===== config.mk =====
export PLATFORM = sky130hd
export DESIGN_NAME = lcd_hex_fmt
export DESIGN_NICKNAME = d
export VERILOG_FILES = /design/src/rtl/lcd_hex_fmt.sv
export SDC_FILE = /design/constraint.sdc
export NUM_CORES = 1
export LEC_CHECK = 0
export ABC_AREA = 1
export ABC_CLOCK_PERIOD_IN_PS = 7400
export CAP_MARGIN = 5
export CORE_ASPECT_RATIO = 1.25
export CORE_MARGIN = 2
export CORE_UTILIZATION = 49
export CTS_BUF_LIST = sky130_fd_sc_hd__clkbuf_8
export CTS_CLUSTER_DIAMETER = 200
export CTS_CLUSTER_SIZE = 25
export DETAILED_ROUTE_END_ITERATION = 12
export GPL_TIMING_DRIVEN = 0
export PLACE_DENSITY = 0.87
export SYNTH_ARGS = -nofsm -noshare
export SYNTH_HDL_FRONTEND = slang
export SYNTH_SLANG_ARGS = --single-unit

===== constraint.sdc =====
create_clock -name I_CLK -period 7.4 [get_ports I_CLK]
set_input_delay 1.48 -clock I_CLK [delete_from_list [all_inputs] [get_ports I_CLK]]
set_output_delay 1.48 -clock I_CLK [all_outputs]
set_load 0.02 [all_outputs]

===== src/rtl/lcd_hex_fmt.sv =====
// lcd_hex_fmt: turns one selected channel of a multi-channel register bus into
// two 16-character ASCII lines and hands them to the LCD bus engine through a
// start/done handshake, with timeout detection.
// Optional build macro LCD_HEX_FMT_AUTO_REFRESH_EN adds a periodic self-start
// that scans the channels in turn.
//
// state | meaning
// ------+-----------------------------------------------------------
// IDLE  | waiting for a start request
// LATCH | capture channel data and index, show index on line 1
// CONV  | write one hex digit per cycle to line 2, MSB first
// KICK  | one-cycle start pulse to the LCD bus engine
// WAIT  | wait for engine completion or timeout
// FIN   | one-cycle done pulse (error pulse if timed out)
module lcd_hex_fmt #(
    parameter int DATA_W      = 32,
    parameter int NCH         = 2,
    parameter int COL         = 0,
    parameter int TIMEOUT     = 65535,
    parameter int REFRESH_CYC = 50000000,
    localparam int CH_W       = (NCH > 1) ? $clog2(NCH) : 1
) (
    input  logic                  I_CLK,
    input  logic                  I_RSTF,
    input  logic                  I_START,
    input  logic [CH_W-1:0]       I_CH_SEL,
    input  logic [NCH*DATA_W-1:0] I_REG_DATA,
    output logic                  O_LCD_START,
    input  logic                  I_LCD_DONE,
    output logic [127:0]          O_LINE1,
    output logic [127:0]          O_LINE2,
    output logic                  O_BUSY,
    output logic                  O_DONE,
    output logic                  O_ERR
);

    localparam int ND    = DATA_W / 4;
    localparam int DIG_W = (ND > 1) ? $clog2(ND) : 1;
    localparam int TO_W  = (TIMEOUT > 1) ? $clog2(TIMEOUT) : 1;

    localparam logic [DIG_W-1:0] DIG_LAST = DIG_W'(ND - 1);
    localparam logic [TO_W-1:0]  TO_LAST  = TO_W'(TIMEOUT - 1);
    localparam logic [31:0]      NCH_U    = NCH;
    localparam logic [127:0]     LINE1_RST = "Register Ch 0   ";
    localparam logic [127:0]     LINE2_RST = {16{8'h20}};

    // Elaboration-time parameter sanity checks.
    if ((DATA_W % 4) != 0 || DATA_W < 4 || DATA_W > 64) begin : g_bad_data_w
        $error("lcd_hex_fmt: DATA_W must be a multiple of 4 in 4..64");
    end
    if (NCH < 1 || NCH > 16) begin : g_bad_nch
        $error("lcd_hex_fmt: NCH must be in 1..16");
    end
    if (COL < 0 || COL + DATA_W / 4 > 16) begin : g_bad_col
        $error("lcd_hex_fmt: hex digits do not fit on line 2");
    end
    if (TIMEOUT < 1) begin : g_bad_timeout
        $error("lcd_hex_fmt: TIMEOUT must be >= 1");
    end
    if (REFRESH_CYC < 1) begin : g_bad_refresh
        $error("lcd_hex_fmt: REFRESH_CYC must be >= 1");
    end

    typedef enum logic [2:0] {
        S_IDLE  = 3'd0,
        S_LATCH = 3'd1,
        S_CONV  = 3'd2,
        S_KICK  = 3'd3,
        S_WAIT  = 3'd4,
        S_FIN   = 3'd5
    } state_t;

    state_t              state;
    logic [DATA_W-1:0]   shadow;
    logic [CH_W-1:0]     chan_q;
    logic [DIG_W-1:0]    dig_q;
    logic [TO_W-1:0]     to_cnt;

    logic [CH_W-1:0]     sel_ok;
    logic [CH_W-1:0]     next_ch;
    logic [CH_W-1:0]     lat_ch;
    logic [3:0]          nib;
    logic                start_req;

    function automatic logic [7:0] hex_ascii(input logic [3:0] n);
        return (n < 4'd10) ? (8'h30 + {4'h0, n}) : (8'h37 + {4'h0, n});
    endfunction

    // Channel bookkeeping: clamp the external select, compute the scan successor.
    always_comb begin
        sel_ok  = (32'(I_CH_SEL) < NCH_U) ? I_CH_SEL : '0;
        next_ch = (32'(chan_q) >= NCH_U - 32'd1) ? '0 : chan_q + 1'b1;
        nib     = shadow[4*(ND-1-int'(dig_q)) +: 4];
    end

`ifdef LCD_HEX_FMT_AUTO_REFRESH_EN
    localparam logic [31:0] REF_LAST = 32'(REFRESH_CYC - 1);

    logic [31:0] ref_cnt;
    logic        auto_q;
    logic        ref_hit;

    // Self-start request; an external start in the same cycle takes precedence.
    always_comb begin
        ref_hit   = (state == S_IDLE) && (ref_cnt == REF_LAST);
        start_req = I_START | ref_hit;
        lat_ch    = auto_q ? next_ch : sel_ok;
    end

    // Refresh period counter: runs only while idle, holds otherwise.
    always_ff @(posedge I_CLK or negedge I_RSTF) begin
        if (!I_RSTF) begin
            ref_cnt <= '0;
        end else if (state == S_IDLE) begin
            if (I_START || ref_cnt == REF_LAST)
                ref_cnt <= '0;
            else
                ref_cnt <= ref_cnt + 32'd1;
        end
    end

    // Remembers whether the pending operation was self-started.
    always_ff @(posedge I_CLK or negedge I_RSTF) begin
        if (!I_RSTF)
            auto_q <= 1'b0;
        else if (state == S_IDLE && start_req)
            auto_q <= !I_START;
    end
`else
    // Operations start only from the external request.
    always_comb begin
        start_req = I_START;
        lat_ch    = sel_ok;
    end
`endif

    // Main sequencer with registered outputs.
    always_ff @(posedge I_CLK or negedge I_RSTF) begin
        if (!I_RSTF) begin
            state       <= S_IDLE;
            shadow      <= '0;
            chan_q      <= '0;
            dig_q       <= '0;
            to_cnt      <= '0;
            O_LINE1     <= LINE1_RST;
            O_LINE2     <= LINE2_RST;
            O_LCD_START <= 1'b0;
            O_BUSY      <= 1'b0;
            O_DONE      <= 1'b0;
            O_ERR       <= 1'b0;
        end else begin
            O_LCD_START <= 1'b0;
            O_DONE      <= 1'b0;
            O_ERR       <= 1'b0;
            case (state)
                S_IDLE: begin
                    if (start_req) begin
                        state  <= S_LATCH;
                        O_BUSY <= 1'b1;
                    end
                end
                S_LATCH: begin
                    shadow          <= I_REG_DATA[int'(lat_ch)*DATA_W +: DATA_W];
                    chan_q          <= lat_ch;
                    O_LINE1[31:24]  <= hex_ascii(4'(lat_ch));
                    dig_q           <= '0;
                    state           <= S_CONV;
                end
                S_CONV: begin
                    O_LINE2[8*(15-COL-int'(dig_q)) +: 8] <= hex_ascii(nib);
                    dig_q <= dig_q + 1'b1;
                    if (dig_q == DIG_LAST) begin
                        state       <= S_KICK;
                        O_LCD_START <= 1'b1;
                    end
                end
                S_KICK: begin
                    to_cnt <= '0;
                    state  <= S_WAIT;
                end
                S_WAIT: begin
                    if (I_LCD_DONE) begin
                        state  <= S_FIN;
                        O_DONE <= 1'b1;
                    end else if (to_cnt == TO_LAST) begin
                        // O_ERR doubles as the timeout flag; it self-clears after FIN.
                        state  <= S_FIN;
                        O_DONE <= 1'b1;
                        O_ERR  <= 1'b1;
                    end else begin
                        to_cnt <= to_cnt + 1'b1;
                    end
                end
                S_FIN: begin
                    state  <= S_IDLE;
                    O_BUSY <= 1'b0;
                end
                default: begin
                    state  <= S_IDLE;
                    O_BUSY <= 1'b0;
                end
            endcase
        end
    end

endmodule


==> impl_metrics.env <==
export IMPL_peakVddDrop_uv=152.9
export IMPL_drt_initial_drc_count=611
export IMPL_dpl_cell_area_um2=11310
export IMPL_synth_area_leaders="dfrtp_1 43%, buf_4 13%, nand2_1 9.8%, nor2_1 5.6%, dfstp_2 4.6%"
export IMPL_fin_cells=1636
export IMPL_post_route_min_period_ns=3.168
export IMPL_maxCapViolCount=0
export IMPL_tns_ns=0
export IMPL_grt_first_pass_wirelength_mm=37.22
export IMPL_ys_ff_latch=164
export IMPL_end_kind="flip-flop"
export IMPL_drt_pass1_iterations=6
export IMPL_antenna_cells=0
export IMPL_status="completed"
export IMPL_syn_inst=1053
export IMPL_setup_viol=0
export IMPL_io_buffers=177
export IMPL_hold_viol=0
export IMPL_cts_root_buffer="clkbuf_8"
export IMPL_yosys_area_top_type="dfrtp_1"
export IMPL_power_density_nw_per_um2=290.4
export IMPL_num_io_pins=329
export IMPL_clk_latency_ns=0.47
export IMPL_overflow=0
export IMPL_cts_setup_buffers=0
export IMPL_startpoint_type="flip-flop"
export IMPL_cp_max_fo=11
export IMPL_layout_drive_gt1_share=0.1657
export IMPL_hp_class="flip-flop to flip-flop"
export IMPL_max_slew_margin=0.3431
export IMPL_synth_top_area_frac=0.4311
export IMPL_yosysSeqAreaShare=0.4766
export IMPL_drv_slew=0
export IMPL_synth_distinct_cells=32
export IMPL_htreeDepth=4
export IMPL_drcViolationCount=0
export IMPL_core_area_um2=17360
export IMPL_arrival_ns=3.51
export IMPL_dp_cells=1604
export IMPL_synthToLayoutAreaGrowth_pct=34.88
export IMPL_final_nets=1477
export IMPL_dieArea_um2=18740
export IMPL_cts_tree="built"
export IMPL_fmax_mhz=315.7
export IMPL_cts_buffers=17
export IMPL_detail_route_antenna_nets=0
export IMPL_rsz0062_at_grt="false"
export IMPL_worst_pin_slew_ns=0.9779
export IMPL_post_cts_resized=0
export IMPL_antenna_found_initial=0
export IMPL_finClkSkew_ns=0.01181
export IMPL_first_global_vias=7721
export IMPL_yosysWarnings=120
export IMPL_grt_start_max_net_pins=58
export IMPL_wire_per_inst_um=14.23
export IMPL_worst_hold_slack_ns=0.4483
export IMPL_grt_usage=0.2547
export IMPL_synth_area_per_cell_um2=8.214
export IMPL_final_period_utilization=0.4281
export IMPL_num_rows=54
export IMPL_syn_area_um2=8650
export IMPL_vias_per_cell=4.796
export IMPL_chipWidth_um=122.8
export IMPL_final_cell_mix="225 x nand2_1, 176 x clkdlybuf4s50_1, 152 x buf_4"
export IMPL_drt_wl_total_mm=23.29
export IMPL_clockBufferDepth=2
export IMPL_start_util=0.4981
export IMPL_worstSetupPathType="flip-flop to flip-flop"
export IMPL_path_clk_slew_ns=0.09
export IMPL_cts_hold_buf=0
export IMPL_gp_congestion=0.8982
export IMPL_die_h_um=152.5
export IMPL_critPathRequiredTime_ns=7.74
export IMPL_dr_total_vias=7846
export IMPL_final_common_cell="nand2_1"
export IMPL_post_dp_hpwl_mm=18.21
export IMPL_p_leak_nw=5.799
export IMPL_cts_sinks=164
export IMPL_final_cell_area_um2=11670
[cells in the mapped netlist]
cell      count
nor3_4        1
or2_4         1
o31ai_1      38
buf_4       152
nor2_2        1
xor2_1        7
nand4_1      31
a21oi_1       5
nand2_1     225
o32ai_1       1
o21ai_0      44
buf_2        16
nand3b_1      1
clkbuf_1     19
conb_1        2
nor3_1       20
o21ai_1      14
inv_2         6
o21ai_4       1
inv_1        95
nor4_2        1
ha_1          9
nand2_2       1
nor2_1      129
nand3_1      55
buf_1         6
dfrtp_1     149
nor4_1        2
dfstp_2      15
nor3_2        4
o22ai_1       1
nor2_4        1
[worst max-delay path, stage by stage, from the launching register on]
cell and delay (ns):
dfrtp_1 0.53, inv_2 0.26, buf_2 0.27, buf_1 0.42, ha_1 0.23, inv_1 0.07
nor4_1 0.54, inv_1 0.11, clkbuf_1 0.24, o21ai_0 0.37
[final timing paths]
| kind | from | end | slack, ns | cells past startpoint |
|---|---|---|---|---|
| max reg2reg | dig_q[0]$_DFFE_PN0N_ | O_LINE2[107]$_DFFE_PN0P_ | 4.23 | 9 |
| max in group asynchronous | I_RSTF | O_LINE2[29]$_DFFE_PN1P_ | 5.44 | 3 |
| min reg2reg | O_LINE2[13]$_DFFE_PN1P_ | O_LINE2[13]$_DFFE_PN1P_ | 0.45 | 2 |
| min in group asynchronous | I_RSTF | O_LINE2[99]$_DFFE_PN0P_ | 0.95 | 1 |
| max | dig_q[0]$_DFFE_PN0N_ | O_LINE2[107]$_DFFE_PN0P_ | 4.23 | 9 |
| min | O_LINE2[13]$_DFFE_PN1P_ | O_LINE2[13]$_DFFE_PN1P_ | 0.45 | 2 |
[per-layer routing]
layer / share of wire / up-vias / global-route usage
met2: 0.53 / 392 / 0.4644
met1: 0.35 / 3623 / 0.2732
li1: - / 3748 / -
met4: 0.047 / 0 / 0.1253
met5: 0 / - / 0
met3: 0.073 / 83 / 0.05165
[logic make-up (layout without fill, tap and decap cells)]
group           count (synthesis)  in the layout  synth area share
xor+xnor                        7              7          0.007088
simple gates                  473            473            0.2335
other cells                     2            150         0.0008683
fa+ha+maj                       9              9           0.01302
compound gates                104            104           0.07305
buf+inv                       294            505            0.1959
flops                         164            164            0.4766
[final cells by class]
type | instances | area [um2]
buffer | 193 | 1315
clock buffer | 18 | 247.7
clock inverter | 14 | 105.1
fill | 1411 | 5698
inverter | 101 | 379.1
multi-input combinational | 743 | 3388
sequential | 164 | 4123
tap | 224 | 280.3
timing repair buffer | 179 | 1828
[power by group]
group | internal, W | total [W] | switching, W
sequential | 0.00109 | 0.00121 | 0.000129
clock | 0.000243 | 0.000587 | 0.000344
combinational | 0.000522 | 0.00159 | 0.00107
total | 0.00185 | 0.00339 | 0.00154
[sequential cells by signal (all words and copies together), names as in the netlist]
register / flops
O_LINE2: 105
dig_q: 3
O_ERR: 1
O_LINE1: 1
O_LCD_START: 1
O_BUSY: 1
to_cnt: 16
shadow: 32
state: 3
O_DONE: 1
[metrics by stage]
stage	total power, W	utilization	setup slack [ns]
2_1_floorplan	0.002233	-	4.995
3_3_place_gp	0.002739	0.6483	-1.505
3_5_place_dp	0.002789	0.6515	4.276
4_1_cts	0.003380	0.6719	4.266
5_1_grt	0.003609	0.6719	4.042
6_report	0.003388	0.6719	4.232
Note: power is estimated with default switching activity, not from simulation.
